--- src/rtl/fifo_rd_packer.sv ---
// Packs PACK show-ahead FIFO words into one wide valid/ready word; partial words flush after TIMEOUT idle clocks.
// Optional statistics counters are enabled with `define PACKER_STATS_EN.
module fifo_rd_packer #(
  parameter int DATA_WIDTH = 32,
  parameter int PACK       = 2,
  parameter int LOG2PACK   = 1,
  parameter int TIMEOUT    = 64,
  parameter int CNT_WIDTH  = 8
) (
  input  logic                         clock,
  input  logic                         sclr,
  input  logic [DATA_WIDTH-1:0]        fifo_q,
  input  logic                         fifo_rdempty,
  output logic                         fifo_rdreq,
  output logic [DATA_WIDTH*PACK-1:0]   out_data,
  output logic [PACK-1:0]              out_keep,
  output logic                         out_valid,
`ifdef PACKER_STATS_EN
  output logic [31:0]                  out_word_cnt,
  output logic [15:0]                  out_part_cnt,
`endif
  input  logic                         out_ready
);

  typedef enum logic {FILL, HOLD} state_e;

  localparam logic [LOG2PACK-1:0]  LAST_IDX = LOG2PACK'(PACK - 1);
  localparam logic [CNT_WIDTH-1:0] TO_LAST  = (TIMEOUT == 0) ? '0 : CNT_WIDTH'(TIMEOUT - 1);

  state_e                       state_q, state_d;
  logic [LOG2PACK-1:0]          idx_q, idx_d;
  logic [CNT_WIDTH-1:0]         idle_q, idle_d;
  logic [DATA_WIDTH*PACK-1:0]   data_q, data_d;
  logic [PACK-1:0]              keep_q, keep_d;
  logic                         valid_q, valid_d;
  logic                         pop;
  logic                         accept;

  always_comb begin
    pop    = 1'b0;
    accept = (state_q == HOLD) && out_ready;
    if (!sclr) begin
      pop = (state_q == FILL) ? !fifo_rdempty : (out_ready && !fifo_rdempty);
    end

    state_d = state_q;
    idx_d   = idx_q;
    idle_d  = idle_q;
    data_d  = data_q;
    keep_d  = keep_q;
    valid_d = valid_q;

    case (state_q)
      FILL: begin
        if (pop) begin
          for (int unsigned i = 0; i < PACK; i++) begin
            if (idx_q == LOG2PACK'(i)) begin
              data_d[i*DATA_WIDTH +: DATA_WIDTH] = fifo_q;
              keep_d[i] = 1'b1;
            end
          end
          idle_d = '0;
          if (idx_q == LAST_IDX) begin
            state_d = HOLD;
            valid_d = 1'b1;
          end else begin
            idx_d = idx_q + LOG2PACK'(1);
          end
        end else if (idx_q == '0 || TIMEOUT == 0) begin
          idle_d = '0;
        end else if (idle_q == TO_LAST) begin
          // Flush the partial word; idx stays put and is cleared on HOLD exit.
          state_d = HOLD;
          valid_d = 1'b1;
          idle_d  = '0;
        end else begin
          idle_d = idle_q + CNT_WIDTH'(1);
        end
      end
      HOLD: begin
        idle_d = '0;
        if (accept) begin
          state_d = FILL;
          valid_d = 1'b0;
          data_d  = '0;
          if (pop) begin
            data_d[DATA_WIDTH-1:0] = fifo_q;
            keep_d = PACK'(1);
            idx_d  = LOG2PACK'(1);
          end else begin
            keep_d = '0;
            idx_d  = '0;
          end
        end
      end
      default: state_d = FILL;
    endcase
  end

  always_ff @(posedge clock) begin
    if (sclr) begin
      state_q <= FILL;
      idx_q   <= '0;
      idle_q  <= '0;
      data_q  <= '0;
      keep_q  <= '0;
      valid_q <= 1'b0;
    end else begin
      state_q <= state_d;
      idx_q   <= idx_d;
      idle_q  <= idle_d;
      data_q  <= data_d;
      keep_q  <= keep_d;
      valid_q <= valid_d;
    end
  end

  assign fifo_rdreq = pop;
  assign out_data   = data_q;
  assign out_keep   = keep_q;
  assign out_valid  = valid_q;

`ifdef PACKER_STATS_EN
  logic [31:0] word_cnt_q, word_cnt_d;
  logic [15:0] part_cnt_q, part_cnt_d;

  always_comb begin
    word_cnt_d = word_cnt_q;
    part_cnt_d = part_cnt_q;
    if (accept) begin
      word_cnt_d = word_cnt_q + 32'd1;
      if (keep_q != '1 && part_cnt_q != 16'hFFFF) begin
        part_cnt_d = part_cnt_q + 16'd1;
      end
    end
  end

  always_ff @(posedge clock) begin
    if (sclr) begin
      word_cnt_q <= '0;
      part_cnt_q <= '0;
    end else begin
      word_cnt_q <= word_cnt_d;
      part_cnt_q <= part_cnt_d;
    end
  end

  assign out_word_cnt = word_cnt_q;
  assign out_part_cnt = part_cnt_q;
`endif

endmodule

--- config.mk ---
export PLATFORM = sky130hd
export DESIGN_NAME = fifo_rd_packer
export DESIGN_NICKNAME = d
export VERILOG_FILES = /design/src/rtl/fifo_rd_packer.sv
export SDC_FILE = /design/constraint.sdc
export NUM_CORES = 1
export LEC_CHECK = 0
export ABC_AREA = 1
export CAP_MARGIN = 30
export CORE_ASPECT_RATIO = 2
export CORE_UTILIZATION = 43
export DETAILED_ROUTE_END_ITERATION = 8
export PLACE_DENSITY = 0.78
export SLEW_MARGIN = 40
export SYNTH_ARGS = -nofsm -noshare
export SYNTH_HDL_FRONTEND = slang
export SYNTH_SLANG_ARGS = --single-unit
--- constraint.sdc ---
create_clock -name clock -period 2.4 [get_ports clock]
set_clock_uncertainty 0.1 [all_clocks]
set_input_delay 0.48 -clock clock [delete_from_list [all_inputs] [get_ports clock]]
set_output_delay 0.48 -clock clock [all_outputs]
set_load 0.02 [all_outputs]
==> results.sh, run 1 <==
export IMPL_drive_above_1_share=0.0661
export IMPL_dieHeight_um=116
export IMPL_post_cts_resized=0
export IMPL_wl_per_cell_um=13.8
export IMPL_timing_final_ws_setup_ns=0.0796
export IMPL_crit_family="buffers and inverters"
export IMPL_worstMarginPinSlew_ns=0.727
export IMPL_cp_num_buf_inv=5
export IMPL_synth_warnings=0
export IMPL_clockRootBuffer="clkbuf_16"
export IMPL_grt_pass1_vias=2626
export IMPL_grt_pass1_wl_um=11900
export IMPL_place_congestion=0.785
export IMPL_crit_path_end_kind="output pin"
export IMPL_syn_area_per_cell_sq_um=7.94
export IMPL_firstDrtPassIters=4
export IMPL_cpPeakStageDelay_ns=0.48
export IMPL_ys_seq_area_frac=0.550
export IMPL_synth_area_sq_um=2800
export IMPL_cts_path_max_buffers=2
export IMPL_area_delta_synth_final_pct=49.6
export IMPL_ys_top_cells_by_area="dfxtp_1 55%, nand2_1 14%, a21oi_1 12%"
export IMPL_drv_slew=0
export IMPL_clkSinkCount=77
export IMPL_holdCritPathClass="register to register"
export IMPL_synth_most_common_cell="nand2_1"
export IMPL_dp_cells=524
export IMPL_drc=0
export IMPL_synth_distinct_cells=23
export IMPL_finalSetupViolations=0
export IMPL_utilization=0.665
export IMPL_finalNonFillerCells=540
export IMPL_final_period_utilization=0.967
export IMPL_worst_path_max_fanout=18
export IMPL_synth_seq_cells=77
export IMPL_top_level_ports=104
export IMPL_grt_overflow=0
export IMPL_start_util=0.444
export IMPL_synthFlopType="dfxtp_1"
export IMPL_ant_nets=0
export IMPL_crit_type="input pin to output pin"
export IMPL_synth_top_area_cell="dfxtp_1"
export IMPL_grtUsageTotal=0.233
export IMPL_synth_top_area_share=0.550
export IMPL_arrival_ns=1.74
export IMPL_cp_start_kind="input pin"
export IMPL_synth_nets=390
export IMPL_powerDensity_nw_per_um2=747
export IMPL_grt_max_degree=69
export IMPL_vias_per_cell=5.01
export IMPL_die_w_um=59.1
export IMPL_antenna_found_initial=0
export IMPL_rows=41
export IMPL_whs_ns=0.359
export IMPL_hold_viol=0
export IMPL_fmax_mhz=431
export IMPL_path_cells="clkdlybuf4s50_1, inv_1, nand2_2, nand2_2, inv_2, buf_4, buf_4"
export IMPL_nFillCells=567
export IMPL_h_tree_depth=3
export IMPL_cap_violations=0
export IMPL_clock_latency_ns=0.33
export IMPL_cp_slowest_cell="clkdlybuf4s50_1"
export IMPL_worstPathRequired_ns=1.82
export IMPL_nNetsFinal=487
export IMPL_outcome="finished, final reports clean"
export IMPL_relSlewSlack=0.515
export IMPL_cts_tree="built"
export IMPL_async_reset_ff_frac=0
export IMPL_clkTransAtPathRegs_ns=0.05
export IMPL_cellLeakagePower_nw=1.48
export IMPL_synthTopCellsByCount="108 x nand2_1, 77 x dfxtp_1, 68 x a21oi_1, 36 x nand3_1, 12 x nor2_1"
export IMPL_diodes=0
export IMPL_wl_um=7450
export IMPL_port_buffers=103
export IMPL_rsz0062_at_grt="no"
export IMPL_place_hpwl_um=4890
export IMPL_core_sq_um=6310
export IMPL_vias=2704
export IMPL_hold_buffers=0
export IMPL_synthCells=353
export IMPL_dieArea_sq_um=6870
export IMPL_drt_iter0_drc=139
export IMPL_vdd_ir_drop_max_v=0.000652
export IMPL_fin_crit_ns=2.32
export IMPL_dpl_worst_slack_ns=-0.0283
export IMPL_post_cts_buffers=0
export IMPL_synth_edff_count=0
export IMPL_cts_buffers=9
## worst min-delay path: stages, from the launching register on
cell and delay [ns]:
dfxtp_1 0.30, nand2_1 0.06, a21oi_1 0.05
## sequential cells by signal, indices dropped and copies added (netlist names)
register   count
out_valid      1
state_q        1
idx_q          1
idle_q         8
out_keep       2
out_data      64
## worst paths after layout
check                           cells past startpoint     endpoint   startpoint  slack [ns]
worst max-delay path                                7   fifo_rdreq    out_ready        0.08
worst min-delay path                                2  out_data[0]  out_data[0]        0.36
worst max register to register                      7  out_data[8]      state_q        0.45
worst min register to register                      2  out_data[0]  out_data[0]        0.36
## routing by layer
metal / wire length (um) / global-route usage
met5: 0 / 0
met4: 329 / 0.168
met2: 3900 / 0.394
met1: 2900 / 0.243
met3: 308 / 0.0609
## through the flow
| step | cell area (sq um) | setup TNS, ns | power [mW] |
|---|---|---|---|
| CTS | 4180 | 0 | 3.15 |
| global route | 4190 | 0 | 3.25 |
| detailed placement | 3880 | -0.0436 | 1.82 |
| floorplan | 2800 | 0 | 1.61 |
| finish | 4190 | 0 | 3.13 |
| global placement | 3880 | 0 | 1.81 |
## power breakdown
| part | switching, mW | total (mW) | internal (mW) |
|---|---|---|---|
| clock network | 0.481 | 1.34 | 0.857 |
| logic | 0.240 | 0.432 | 0.192 |
| registers | 0.0304 | 1.36 | 1.33 |
## placed cells by master (no fill, tap or decap)
| master | n |
|---|---|
| a21oi_1 | 68 |
| a31o_2 | 1 |
| buf_12 | 1 |
| buf_2 | 1 |
| buf_4 | 6 |
| buf_8 | 1 |
| bufinv_16 | 1 |
| clkbuf_1 | 3 |
| clkbuf_16 | 9 |
| clkbuf_8 | 2 |
| clkdlybuf4s50_1 | 101 |
| dfxtp_1 | 77 |
| ha_1 | 1 |
| inv_1 | 10 |
| inv_2 | 1 |
| nand2_1 | 108 |
| nand2_2 | 2 |
| nand3_1 | 36 |
| nor2_1 | 12 |
| nor2_2 | 2 |
| nor2_4 | 1 |
| o21a_1 | 1 |
| o21ai_0 | 1 |
| o21ai_4 | 1 |
| or2_1 | 1 |
| or2_2 | 1 |
| xnor2_1 | 1 |
| xor2_1 | 4 |
## layout make-up
class,instances,area [sq um],share of cell area
flip-flops and latches,77,1540,0.368
multi-input cells,241,1110,0.266
repair buffers,110,1100,0.261
clock buffers,14,264,0.0629
well taps,86,108,0.0257
inverters,11,41.3,0.00984
clock inverters,1,30.0,0.00716
## kinds of logic (layout without fill, tap and decap cells)
group / after synthesis / in the layout / share of synthesized area
xor+xnor: 5 / 5 / 0.0156
flops: 77 / 77 / 0.550
simple gates: 163 / 163 / 0.242
compound gates: 72 / 72 / 0.135
buf+inv: 35 / 136 / 0.0531
fa+ha+maj: 1 / 1 / 0.00446
Power figures use the tool's default switching activity.
==> run 2, diff against run 1 <==
- CORE_UTILIZATION: 43 -> 47
- PLACE_DENSITY: 0.78 -> default
- PLACE_DENSITY_LB_ADDON: default -> 0.25
==> run 2 against run 1 <==
  * Clock power is 14% higher
  * Non-clock buffer count is 3 higher
  * Via count is 0.63% higher
  * Critical path depth is 2 lower
  * Routed wire length is 3.9% higher
  * Die area is 8.3% lower
  * Maximum frequency is 7.0% higher
  * Global-route usage is 2.4 points higher
  * Highest routed layer unchanged
==> results.sh, run 2 (same netlist as run 1, synthesis figures left out) <==
export IMPL_whs_ns=0.357
export IMPL_drive_above_1_share=0.0742
export IMPL_fin_crit_ns=2.17
export IMPL_nFillCells=422
export IMPL_outcome="finished, final reports clean"
export IMPL_cpPeakStageDelay_ns=0.40
export IMPL_cts_path_max_buffers=2
export IMPL_vias=2721
export IMPL_final_common_cell="nand2_1"
export IMPL_core_sq_um=5710
export IMPL_drt_iter0_drc=124
export IMPL_h_tree_depth=3
export IMPL_relSlewSlack=0.510
export IMPL_port_buffers=103
export IMPL_drc=0
export IMPL_vias_per_cell=5.24
export IMPL_rsz0062_at_grt="no"
export IMPL_clkTransAtPathRegs_ns=0.05
export IMPL_diodes=0
export IMPL_ant_nets=0
export IMPL_nNetsFinal=490
export IMPL_post_cts_buffers=0
export IMPL_utilization=0.744
export IMPL_cap_violations=0
export IMPL_layout_common_cells="108 x nand2_1, 101 x clkdlybuf4s50_1, 77 x dfxtp_1, 68 x a21oi_1, 36 x nand3_1"
export IMPL_place_congestion=0.793
export IMPL_largest_reg_flops=64
export IMPL_die_w_um=56.6
export IMPL_cp_start_kind="input pin"
export IMPL_cellLeakagePower_nw=1.53
export IMPL_fmax_mhz=461
export IMPL_path_cells="clkdlybuf4s50_1, nor2_1, nand2_2, inv_2, dlygate4sd2_1"
export IMPL_final_period_utilization=0.904
export IMPL_placed_cell_area_sq_um=3910
export IMPL_finalNonFillerCells=519
export IMPL_grt_pass1_vias=2629
export IMPL_rows=39
export IMPL_powerDensity_nw_per_um2=787
export IMPL_clkSinkCount=77
export IMPL_dp_cells=503
export IMPL_cts_buffers=9
export IMPL_holdCritPathClass="register to register"
export IMPL_worstPathRequired_ns=1.82
export IMPL_power_mw=3.34
export IMPL_hold_buffers=0
export IMPL_top_level_ports=104
export IMPL_firstDrtPassIters=4
export IMPL_antenna_found_initial=0
export IMPL_vdd_ir_drop_max_v=0.000801
export IMPL_cts_tree="built"
export IMPL_clockRootBuffer="clkbuf_16"
export IMPL_finalSetupViolations=0
export IMPL_grt_pass1_wl_um=12400
export IMPL_grt_max_degree=69
export IMPL_start_util=0.491
export IMPL_area_delta_synth_final_pct=51.5
export IMPL_drv_slew=0
export IMPL_worst_path_max_fanout=3
export IMPL_clock_latency_ns=0.33
export IMPL_grt_overflow=0
export IMPL_dieArea_sq_um=6300
export IMPL_timing_final_ws_setup_ns=0.231
export IMPL_crit_path_end_kind="output pin"
export IMPL_dieHeight_um=111
export IMPL_tns_ns=0
export IMPL_cp_slowest_cell="clkdlybuf4s50_1"
export IMPL_crit_type="input pin to output pin"
export IMPL_grtUsageTotal=0.257
export IMPL_wl_um=7740
export IMPL_arrival_ns=1.59
export IMPL_wl_per_cell_um=14.9
export IMPL_finalInstanceArea_sq_um=4250
export IMPL_dpl_worst_slack_ns=-0.0711
export IMPL_place_hpwl_um=5090
export IMPL_hold_viol=0
export IMPL_worstMarginPinSlew_ns=0.735
run 2: changes by cell type in the layout (fill, tap and decap cells not counted):
cell	delta
buf_4	+2
bufinv_16	+2
buf_16	+1
buf_8	-1
clkbuf_1	-1
clkbuf_8	-1
clkinv_2	+1
dlygate4sd2_1	+1
run 2: path summary, 6_finish.rpt:
path / start / end / slack, ns / cells past startpoint
setup reg to reg: state_q / out_data[6] / 0.35 / 8
setup / recovery: fifo_rdempty / fifo_rdreq / 0.23 / 5
hold / removal: out_data[5] / out_data[5] / 0.36 / 2
hold reg to reg: out_data[5] / out_data[5] / 0.36 / 2
run 2: power breakdown:
group          switching (mW)  leakage (nW)  total, mW  internal (mW)
clock                   0.492         0.167       1.53           1.04
sequential             0.0310         0.626       1.36           1.33
combinational           0.244         0.735      0.443          0.199
total                   0.767          1.53       3.34           2.57
run 2: final cells by class:
| cell class | instances | area, sq um | share of cell area |
|---|---|---|---|
| Sequential cell | 77 | 1540 | 0.363 |
| Timing Repair Buffer | 113 | 1130 | 0.267 |
| Multi-Input combinational cell | 241 | 1110 | 0.262 |
| Clock buffer | 12 | 246 | 0.0580 |
| Clock inverter | 4 | 95.1 | 0.0224 |
| Tap cell | 61 | 76.3 | 0.0180 |
| Inverter | 11 | 41.3 | 0.00972 |
run 2: repair_timing:
| action | in CTS | in global routing |
|---|---|---|
| gates resized for setup | 1 | 0 |
| setup endpoints to repair | 1 | 0 |
| hold endpoints to repair | 0 | 0 |
run 2: metal layers:
metal | vias to the layer above | track usage | wire length [um]
li1 | 1346 | - | -
met1 | 1272 | 0.260 | 2750
met2 | 81 | 0.465 | 4400
met3 | 22 | 0.0653 | 328
met4 | 0 | 0.135 | 255
met5 | - | 0 | 0
run 2: worst max-delay path, delay by kind of cell:
kind	cells	cell delay, ns
and+or+nand+nor	2	0.28
buffers and inverters	3	0.83
==> run 3, diff against run 2 <==
- ABC_AREA: 1 -> default
- RECOVER_POWER: default -> 25
==> run 3 against run 2 <==
  * Hold slack got worse by 0.012 ns
  * Critical endpoint is now idle_q[7]
  * Core utilization fell by 1.2 points
  * Largest cell class unchanged
  * Via count fell by 13%
  * Worst setup slack improved by 0.039 ns
==> results.sh, run 3 <==
export IMPL_final_period_utilization=0.887
export IMPL_vdd_ir_drop_max_v=0.000579
export IMPL_synthCells=251
export IMPL_cts_buffers=9
export IMPL_synthTopCellsByCount="77 x dfxtp_1, 36 x nand2_1, 32 x a32o_1, 31 x o2bb2ai_1, 15 x buf_2"
export IMPL_dieArea_sq_um=6130
export IMPL_synth_top_area_share=0.565
export IMPL_cts_tree="built"
export IMPL_syn_area_per_cell_sq_um=10.9
export IMPL_synth_edff_count=0
export IMPL_grtUsageTotal=0.233
export IMPL_synth_most_common_cell="dfxtp_1"
export IMPL_synth_nets=288
export IMPL_r2r_start="state_q"
export IMPL_port_buffers=103
export IMPL_crit_type="input pin to register"
export IMPL_clockRootBuffer="clkbuf_8"
export IMPL_synthFlopType="dfxtp_1"
export IMPL_die_w_um=55.9
export IMPL_final_common_cell="clkdlybuf4s50_1"
export IMPL_worstMarginPinSlew_ns=0.871
export IMPL_hold_viol=0
export IMPL_crit_path_start="sclr"
export IMPL_core_sq_um=5520
export IMPL_fin_crit_ns=2.13
export IMPL_reg2reg_slack_ns=0.59
export IMPL_top_level_ports=104
export IMPL_drc=0
export IMPL_place_hpwl_um=4950
export IMPL_ys_top_cells_by_area="dfxtp_1 57%, a32o_1 12%, o2bb2ai_1 10%"
export IMPL_clkTransAtPathRegs_ns=0.07
export IMPL_whs_ns=0.345
export IMPL_seq_area_sq_um=1540
export IMPL_vias_per_cell=5.64
export IMPL_async_reset_ff_frac=0
export IMPL_grt_overflow=0
export IMPL_ant_nets=0
export IMPL_synth_compound_area_frac=0.266
export IMPL_drv_slew=0
export IMPL_nFillCells=423
export IMPL_ff2ff_path_depth=4
export IMPL_cellLeakagePower_nw=1.45
export IMPL_worstPathRequired_ns=2.58
export IMPL_relSlewSlack=0.419
export IMPL_dieHeight_um=110
export IMPL_start_util=0.495
export IMPL_area_delta_synth_final_pct=47.9
export IMPL_arrival_ns=2.31
export IMPL_clock_latency_ns=0.35
export IMPL_clkSinkCount=77
export IMPL_synth_top_area_cell="dfxtp_1"
export IMPL_largest_reg_flops=64
export IMPL_rows=38
export IMPL_place_congestion=0.812
export IMPL_diodes=0
export IMPL_crit_end="idle_q[7]"
export IMPL_cts_path_max_buffers=2
export IMPL_wl_per_cell_um=16.3
export IMPL_ys_seq_area_frac=0.565
export IMPL_wl_um=6900
export IMPL_yosys_area_share_simple=0.111
export IMPL_rsz0062_at_grt="no"
export IMPL_cap_violations=0
export IMPL_hold_buffers=0
export IMPL_synth_warnings=0
export IMPL_multiInputGateArea_sq_um=1090
export IMPL_tns_ns=0
export IMPL_outcome="finished, final reports clean"
export IMPL_drive_above_1_share=0.0912
export IMPL_vias=2380
export IMPL_synth_seq_cells=77
export IMPL_fmax_mhz=469
export IMPL_powerDensity_nw_per_um2=617
export IMPL_synthXorXnorAreaFrac=0.00963
export IMPL_drt_iter0_drc=97
export IMPL_layout_common_cells="102 x clkdlybuf4s50_1, 77 x dfxtp_1, 36 x nand2_1, 32 x a32o_1, 31 x o2bb2ai_1"
export IMPL_antenna_found_initial=0
export IMPL_cp_start_kind="input pin"
export IMPL_grt_pass1_wl_um=11000
export IMPL_worst_path_max_fanout=21
export IMPL_grt_pass1_vias=2352
export IMPL_grt_max_degree=29
export IMPL_synth_top_family_by_area="compound AO/OA/AOI/OAI gates"
export IMPL_synth_area_sq_um=2730
export IMPL_firstDrtPassIters=5
export IMPL_synthAdderAreaFrac=0.00459
export IMPL_holdCritStartpoint="out_keep[0]"
export IMPL_rr_endpoint="out_data[18]"
export IMPL_finalSetupViolations=0
export IMPL_power_mw=2.49
export IMPL_synthMuxAreaShare=0
export IMPL_holdCritPathClass="register to register"
export IMPL_nNetsFinal=396
export IMPL_synth_distinct_cells=37
export IMPL_h_tree_depth=3
export IMPL_crit_path_end_kind="register"
-- run 3: cell types whose count changed in the layout (fill, tap and decap cells not counted), moves of 5 or more --
| cell | previous run | this run |
|---|---|---|
| a32o_1 | 0 | 32 |
| a21oi_1 | 68 | 7 |
| clkbuf_8 | 1 | 9 |
| clkbuf_16 | 9 | 0 |
| nand3_1 | 36 | 4 |
| nand2_1 | 108 | 36 |
| nor2_1 | 12 | 7 |
| inv_1 | 10 | 3 |
| o2bb2ai_1 | 0 | 31 |
-- run 3: timing repair --
action                                  4_1_cts  5_1_grt
buffers inserted                              0        0
endpoints found under the setup margin        1        0
gates resized for setup                       1        0
-- run 3: critical path: stages --
cell             delay, ns
clkdlybuf4s50_1       0.42
clkbuf_2              0.20
inv_2                 0.12
clkbuf_1              0.66
nand4_1               0.26
a21oi_1               0.17
-- run 3: through the flow --
stage / util / cells / worst slack [ns] / cell area, sq um
6_report: 0.732 / 422 / 0.270 / 4040
3_5_place_dp: 0.709 / 408 / 0.0110 / 3910
2_1_floorplan: - / 251 / 0.776 / 2730
5_1_grt: 0.732 / 422 / 0.128 / 4040
4_1_cts: 0.735 / 422 / 0.273 / 4060
3_3_place_gp: 0.709 / 408 / 0.00115 / 3910
-- run 3: final cells by class --
type / instances / share of cell area
repair buffers: 119 / 0.290
flip-flops and latches: 77 / 0.382
clock buffers: 11 / 0.0326
multi-input cells: 148 / 0.269
well taps: 60 / 0.0186
clock inverters: 3 / 0.00372
inverters: 4 / 0.00372
-- run 3: metal layers --
| layer | vias up | global-route usage | wire length (um) |
|---|---|---|---|
| li1 | 1159 | - | - |
| met1 | 1137 | 0.239 | 2600 |
| met2 | 77 | 0.437 | 3820 |
| met3 | 7 | 0.0671 | 373 |
| met4 | 0 | 0.0941 | 108 |
| met5 | - | 0 | 0 |
-- run 3: cells by family after synthesis --
group	after synthesis
AND/OR/NAND/NOR	61
AO/OA/AOI/OAI	83
flip-flops	77
XOR/XNOR	3
adder cells (fa/ha/maj)	1
buffers and inverters	26
-- run 3: power breakdown --
group	total, mW	internal (mW)	leakage [nW]	switching (mW)
combinational	0.364	0.181	0.750	0.182
clock	0.781	0.359	0.0788	0.422
sequential	1.35	1.32	0.625	0.0261
total	2.49	1.86	1.45	0.630
-- run 3: how the worst min path moves through the flow --
stage | end | slack, ns | depth (start not counted)
floorplan | idle_q[0] | 0.34 | 1
global placement | out_keep[0] | 0.33 | 2
detailed placement | out_keep[0] | 0.34 | 2
CTS | out_keep[0] | 0.35 | 2
global route | out_keep[0] | 0.37 | 2
finish | out_keep[0] | 0.35 | 2
